[src/rtl/temp_sample_source.sv]
// Periodic 12-bit SPI ADC sampler. Runs one 16-bit read per frame and hands
// each valid sample to the statistics block as a one-cycle enable strobe.
module temp_sample_source #(
  parameter int CLK_DIV       = 4,
  parameter int SAMPLE_PERIOD = 200
) (
  input  logic        i_CLK,
  input  logic        i_RESET_N,
  input  logic        i_RUN,
  input  logic        i_MODE_SEL,
  input  logic        i_ADC_MISO,
  output logic        o_ADC_CS_N,
  output logic        o_ADC_SCLK,
  output logic [11:0] o_temp_NEW,
  output logic        o_ENABLE,
  output logic        o_MODE,
  output logic        o_BUSY,
  output logic        o_FRAME_ERR
);

  localparam int DW = (CLK_DIV > 1) ? $clog2(CLK_DIV) : 1;
  localparam int PW = (SAMPLE_PERIOD > 1) ? $clog2(SAMPLE_PERIOD) : 1;
  localparam logic [DW-1:0] DIV_LAST = DW'(CLK_DIV - 1);
  localparam logic [PW-1:0] PER_LOAD = PW'(SAMPLE_PERIOD - 1);

  typedef enum logic [2:0] {IDLE, CS_SETUP, SHIFT, CS_HOLD, WAIT} state_t;

  state_t        state, state_nx;
  logic [DW-1:0] div_cnt, div_nx;
  logic [4:0]    half_cnt, half_nx;
  logic [15:0]   sreg, sreg_nx;
  logic [PW-1:0] per_cnt, per_nx;
  logic [11:0]   temp_nx;
  logic          mode_nx, en_nx, err_nx, cs_n_nx, sclk_nx, busy_nx;
  logic          start, div_last, hdr_ok;

  assign div_last = (div_cnt == DIV_LAST);
  assign hdr_ok   = (sreg[15:12] == 4'h0);

  always_comb begin
    state_nx = state;
    div_nx   = div_cnt;
    half_nx  = half_cnt;
    sreg_nx  = sreg;
    per_nx   = (per_cnt == '0) ? '0 : per_cnt - PW'(1);
    temp_nx  = o_temp_NEW;
    mode_nx  = o_MODE;
    en_nx    = 1'b0;
    err_nx   = 1'b0;
    start    = 1'b0;

    case (state)
      IDLE: start = i_RUN;
      CS_SETUP: begin
        div_nx = div_cnt + DW'(1);
        if (div_last) begin
          div_nx   = '0;
          half_nx  = '0;
          state_nx = SHIFT;
        end
      end
      SHIFT: begin
        div_nx = div_cnt + DW'(1);
        if (div_last) begin
          div_nx = '0;
          // end of a low half is the SCLK rising edge: capture MISO there
          if (!half_cnt[0]) sreg_nx = {sreg[14:0], i_ADC_MISO};
          if (half_cnt == 5'd31) begin
            state_nx = CS_HOLD;
            en_nx    = hdr_ok;
            err_nx   = !hdr_ok;
            if (hdr_ok) temp_nx = sreg[11:0];
          end else begin
            half_nx = half_cnt + 5'd1;
          end
        end
      end
      CS_HOLD: begin
        div_nx = div_cnt + DW'(1);
        if (div_last) begin
          div_nx = '0;
          // short periods chain straight into the next frame, no WAIT cycle
          if (per_cnt == '0) begin
            if (i_RUN) start = 1'b1;
            else       state_nx = IDLE;
          end else begin
            state_nx = WAIT;
          end
        end
      end
      WAIT: begin
        if (per_cnt == '0) begin
          if (i_RUN) start = 1'b1;
          else       state_nx = IDLE;
        end
      end
      default: state_nx = IDLE;
    endcase

    if (start) begin
      state_nx = CS_SETUP;
      div_nx   = '0;
      per_nx   = PER_LOAD;
      mode_nx  = i_MODE_SEL;
    end

    cs_n_nx = !(state_nx == CS_SETUP || state_nx == SHIFT);
    busy_nx = (state_nx == CS_SETUP || state_nx == SHIFT || state_nx == CS_HOLD);
    sclk_nx = (state_nx == SHIFT) && half_nx[0];
  end

  always_ff @(posedge i_CLK or negedge i_RESET_N) begin
    if (!i_RESET_N) begin
      state       <= IDLE;
      div_cnt     <= '0;
      half_cnt    <= '0;
      sreg        <= '0;
      per_cnt     <= '0;
      o_ADC_CS_N  <= 1'b1;
      o_ADC_SCLK  <= 1'b0;
      o_temp_NEW  <= '0;
      o_ENABLE    <= 1'b0;
      o_MODE      <= 1'b0;
      o_BUSY      <= 1'b0;
      o_FRAME_ERR <= 1'b0;
    end else begin
      state       <= state_nx;
      div_cnt     <= div_nx;
      half_cnt    <= half_nx;
      sreg        <= sreg_nx;
      per_cnt     <= per_nx;
      o_ADC_CS_N  <= cs_n_nx;
      o_ADC_SCLK  <= sclk_nx;
      o_temp_NEW  <= temp_nx;
      o_ENABLE    <= en_nx;
      o_MODE      <= mode_nx;
      o_BUSY      <= busy_nx;
      o_FRAME_ERR <= err_nx;
    end
  end

endmodule

[config.mk]
export PLATFORM = sky130hd
export DESIGN_NAME = temp_sample_source
export DESIGN_NICKNAME = d
export VERILOG_FILES = /design/src/rtl/temp_sample_source.sv
export SDC_FILE = /design/constraint.sdc
export NUM_CORES = 1
export LEC_CHECK = 0
export BUFFER_PORTS_ARGS = -buffer_cell sky130_fd_sc_hd__buf_2
export CELL_PAD_IN_SITES_DETAIL_PLACEMENT = 1
export CELL_PAD_IN_SITES_GLOBAL_PLACEMENT = 1
export CORE_ASPECT_RATIO = 1.75
export CORE_MARGIN = 2
export CORE_UTILIZATION = 53
export CTS_BUF_LIST = sky130_fd_sc_hd__clkbuf_8
export DETAILED_ROUTE_END_ITERATION = 10
export PLACE_DENSITY = 0.84
export REMOVE_ABC_BUFFERS = 1
export SYNTH_ARGS = -nofsm -noshare
export SYNTH_HDL_FRONTEND = slang
export SYNTH_SLANG_ARGS = --single-unit
[constraint.sdc]
create_clock -name i_CLK -period 4.8 [get_ports i_CLK]
set_input_delay 0.24 -clock i_CLK [delete_from_list [all_inputs] [get_ports i_CLK]]
set_output_delay 0.24 -clock i_CLK [all_outputs]
set_load 0.05 [all_outputs]
# --- Word-level counts from Yosys, hierarchy flattened ---
# Index checks and enable logic that the tools add are counted.
classes:
  reduce_logical: 14
  n_addsub: 3
  bitwise: 1
  muxes: 28
  eq_ne: 12
ops:
  columns: ["op", "n"]
  rows:
  - ["3-bit 2-to-1 mux", 8]
  - ["8-bit 2-to-1 mux", 2]
  - ["5-bit 2-to-1 mux", 3]
  - ["3-bit case mux with 5 select lines", 1]
  - ["3-bit by 2-bit == test with 1-bit output, second input constant", 4]
  - ["5-bit case mux with 2 select lines", 1]
  - ["1-bit 2-to-1 mux", 9]
  - ["8-bit logical NOT", 1]
  - ["4-bit AND reduction", 2]
  - ["8-bit by 1-bit subtractor with 8-bit output, second input constant", 1]
  - ["3-bit by 1-bit == test with 1-bit output, second input constant", 2]
  - ["2-bit 2-to-1 mux", 3]
  - ["2-bit != test, second input constant", 3]
  - ["5-bit by 1-bit adder with 5-bit output, second input constant", 1]
  - ["5-bit == test, second input constant", 1]
  - ["4-bit logical NOT", 1]
  - ["2-bit nonzero test", 2]
  - ["3-bit == test, second input constant", 1]
  - ["3-bit logical NOT", 1]
  - ["1-bit case mux with 3 select lines", 1]
  - ["3-bit AND reduction", 1]
  - ["3-bit OR reduction", 1]
  - ["2-bit by 1-bit adder with 2-bit output, second input constant", 1]
  - ["2-bit == test, second input constant", 1]
  - ["4 further kinds", 6]
totals:
  word_cells: 71
  in_bits: 5
  reg_bits: 52

# --- Longest topological paths before layout ---
logic_depth:
  depth_word: 8
  mapped_depth: 7
  ltp_nobuf: 7

# --- Least setup slack after synthesis ---
# Ideal clock, no wire load.
synth_path:
  path_type: "register to register"
  start: "reg half_cnt[1]"
  end: "reg o_temp_NEW[1]"
  required_time_ns: 4.675
  setup_time_ns: 0.125
  slack_ns: 2.826
  stages_incl_launch_ff: 8
  period_less_slack_ns: 1.974
  arrival_time_ns: 1.849
  cell_sequence: "dfrtp_1 -> ha_1 -> and3_1 -> ha_1 -> nand4b_1 -> nor2b_1 -> buf_2 -> mux2_2"
synth_between:
  elab_chain_cells: 2
synth_lines:
  columns: ["element", "line_no", "rtl"]
  rows:
  - ["start: declaration", "30", "logic [4:0] half_cnt, half_nx;"]
  - ["start signal: assignment", "129", "half_cnt <= half_nx;"]
  - ["5-bit == test", "68", "if (half_cnt == 5'd31) begin"]
  - ["4-bit AND reduction (no line)", null, null]
  - ["end signal: assignment", "134", "o_temp_NEW <= temp_nx;"]
  - ["end: declaration", "14", "output logic [11:0] o_temp_NEW,"]
# Every way passes these cells.
# A chain may end at the register's enable or synchronous reset.

# --- Worst setup path in the final report ---
layout_path:
  start: "reg half_cnt[0]"
  end: "reg o_temp_NEW[1]"
# Same word-level chain as after synthesis.

==> summary.md <==
| Metric | Value |
|---|---|
| Largest family of logic cells by synthesized area | multiplexers |
| HP Class | in -> async |
| Post-CTS Setup Repair Bufs | 0 |
| Critical path launch point | half_cnt[0] |
| Final Max Tran Viols | 0 |
| Post-Synth Adder-Cell Area | 0.0268 |
| Worst skew pair latency | approximately 0.3 ns |
| CTS resizes | 0 |
| VDD IR max | 382 µV |
| CTS clk-pin slew, worst paths | 0.09 ns |
| Final hold violations | 0 |
| Final WL | 4.95 mm |
| Reg2reg setup slack | between 1.5 and 2 ns |
| Area delta synth->final | 10.4% |
| Layout cells sized above 1 | 0.292 |
| Final min period | 2.86 ns |
| # DRC | 0 |
| Total gr overflow | 0 |
| CORE AREA | 4320 µm² |
| Post-synthesis register bit count | 52 |
| First-pass GRT wire length | 8.11 mm |
| Number of diodes | 0 |
| Synth async-reset ratio | 1.00 |
| Setup Viol. Count Final | 0 |
| Site Rows | 32 |
| Clk root buf | clkbuf_8 |
| CP required | 4.99 ns |
| Setup CP Type | reg -> reg |
| Power Total | roughly 1400 µW |
| Port Buffers | 22 |
| Post-synthesis cell area | 2340 µm² |
| Cts bufs inserted | 5 |
| Rel. slew slack | 0.243 |
| Seq. cell area | approximately 1300 µm² |
| Maximum clock frequency | between 300 and 400 MHz |
| Cell total after placement | approximately 250 |
| Avg Cell Area, Syn | 12.6 µm² |
| Filler cells | about 450 |
| Simple-gate portion of the synthesized area | 0.117 |
| RSZ-0062 raised after global routing | no |
| Crit path launch type | flop |
| Initial drt markers | 19 |
| CTS H-Tree Depth | 2 |
| Clock Tree Buf Depth | 2 |
| Setup_tns | 0 ns |
| Die Area | 4980 µm² |
| Clk sink count | 52 |
| Status | finished clean |
| Mux contribution to synthesized area | 0.173 |
| Worst r2r dst | o_temp_NEW[1] |
| Initial Util | 0.540 |
| Max_cap viols | 0 |
| Compound-cell area share of the yosys netlist | 0.0787 |
| Worst r2r path cells | 6 |
| Die width | 54.2 µm |
| Sequential area share after synthesis | 0.558 |
| DR pass1 iterations | 4 |
| CTS tree | done |
| Post-synthesis cell count | roughly 190 |
| Dominant synthesized flop cell | dfrtp_1 |
| Layout Cells excl Fill | 260 |
| Post-Synth XOR/XNOR Area | 0.0187 |
| Total global-route track usage | 0.224 |
| Nets@finish | 218 |
| Reg-to-reg startpoint | half_cnt[0] |
| Crit-path max FO | 13 |
| Initial antenna violation count | 0 |
| Layout Skew | around 0.0086 ns |
| Final period util | 0.597 |
| Slew @ Worst Pin | 1.13 ns |
| Detailed-placement wirelength estimate | 3.54 mm |
| Hold-fix buffers at CTS | 0 |
| Routability congestion estimate | 0.760 |
| Multi-input combinational cell area | 967 µm² |
| Critical path data arrival time | around 3 ns |
| Leading cell types in the layout, fill and taps excluded | dfrtp_1, buf_2, mux2_2 |
| Largest net degree at the start of global routing | 53 |
| Synth cell types | 38 |
| Leak Pwr | 0.00129 µW |
| Via-to-Cell Ratio | 6.04 |
| PD cells | 550 nW/µm² |
| Vias post-DR | about 1.6k |
| WL per Instance | approximately 19 µm |
| ANT nets after route | 0 |
| IO Pins | 23 |
| Yosys warns | 0 |
| CP Capture Type | flop |
| Vias in the first global route | 1703 |
| Number of flops mapped to enable cells by yosys | 0 |
| Die span in y | 91.8 µm |
| Most common cell after layout, fill and taps aside | dfrtp_1 |
==> synth_stat cells (all sizes together), types with 2 or more instances <==
cell type	number	area, µm²
or4	2	15.0
and3	2	12.5
dfrtp	51	1280
mux2i	4	40.0
mux2	29	364
clkbuf	4	15.0
nor3b	2	15.0
buf	3	36.3
nor2	14	52.6
nand4b	3	26.3
inv	4	15.0
o31ai	3	22.5
ha	5	62.6
a21oi	5	25.0
xnor2	4	35.0
a22oi	3	22.5
nor4	4	25.0
nand2	10	37.5
o21ai	13	65.1
nor2b	6	37.5
==> cell type report <==
cell class	count	area share
repair buffers	22	0.0427
well taps	51	0.0247
flip-flops and latches	52	0.505
inverters	4	0.00582
clock inverters	2	0.0150
multi-input cells	123	0.375
clock buffers	6	0.0320
==> critical path: stages (launching register included) <==
cell      delay (ns)
dfrtp_1         0.50
ha_1            0.24
and3_1          0.16
ha_1            0.30
nand4b_1        0.21
nor2b_1         0.91
mux2_2          0.43
==> routing by layer <==
layer  vias up  share of wire  global-route usage
met2        34           0.57               0.388
met4         0          0.020              0.0792
met5         -              0                   0
li1        701              -                   -
met1       824           0.38               0.254
met3        11          0.030              0.0537
==> power by group <==
part           total [µW]  switching [µW]  internal (µW)
Sequential            657             120            538
Clock                 316             145            171
Combinational         445             260            186
==> logic make-up (layout without fill, tap and decap cells) <==
| logic type | Yosys count | after routing |
|---|---|---|
| multiplexers | 33 | 33 |
| flip-flops | 52 | 52 |
| buffers and inverters | 11 | 34 |
| adder cells (fa/ha/maj) | 5 | 5 |
| AO/OA/AOI/OAI | 30 | 30 |
| XOR/XNOR | 5 | 5 |
| AND/OR/NAND/NOR | 50 | 50 |
==> state kept, by name, summed over array words and instances (netlist names) <==
signal       flops
o_MODE           1
o_temp_NEW      12
state            3
o_ADC_SCLK       1
o_BUSY           1
o_FRAME_ERR      1
per_cnt          8
sreg            16
half_cnt         5
o_ENABLE         1
o_ADC_CS_N       1
div_cnt          2
==> how the worst max path moves through the flow <==
| stage | slack [ns] | cells after the start | end |
|---|---|---|---|
| after floorplan | 2.54 | 6 | o_temp_NEW[0] |
| after global placement | 2.24 | 6 | o_temp_NEW[6] |
| after detailed placement | 2.00 | 6 | o_temp_NEW[4] |
| after CTS | 1.94 | 6 | o_temp_NEW[9] |
| after global routing | 1.69 | 6 | o_temp_NEW[1] |
| final | 1.94 | 6 | o_temp_NEW[1] |
==> through the flow <==
| stage | setup slack [ns] | util | area [µm²] | hold slack (ns) |
|---|---|---|---|---|
| 6_report | 1.94 | 0.597 | 2580 | 0.145 |
| 5_1_grt | 1.69 | 0.597 | 2580 | 0.151 |
| 4_1_cts | 1.94 | 0.597 | 2580 | 0.162 |
| 3_5_place_dp | 2.00 | 0.569 | 2460 | 0.480 |
| 3_3_place_gp | 2.24 | 0.569 | 2460 | 0.475 |
| 2_1_floorplan | 2.54 | - | 2280 | -0.0556 |
Power figures use the tool's default switching activity.
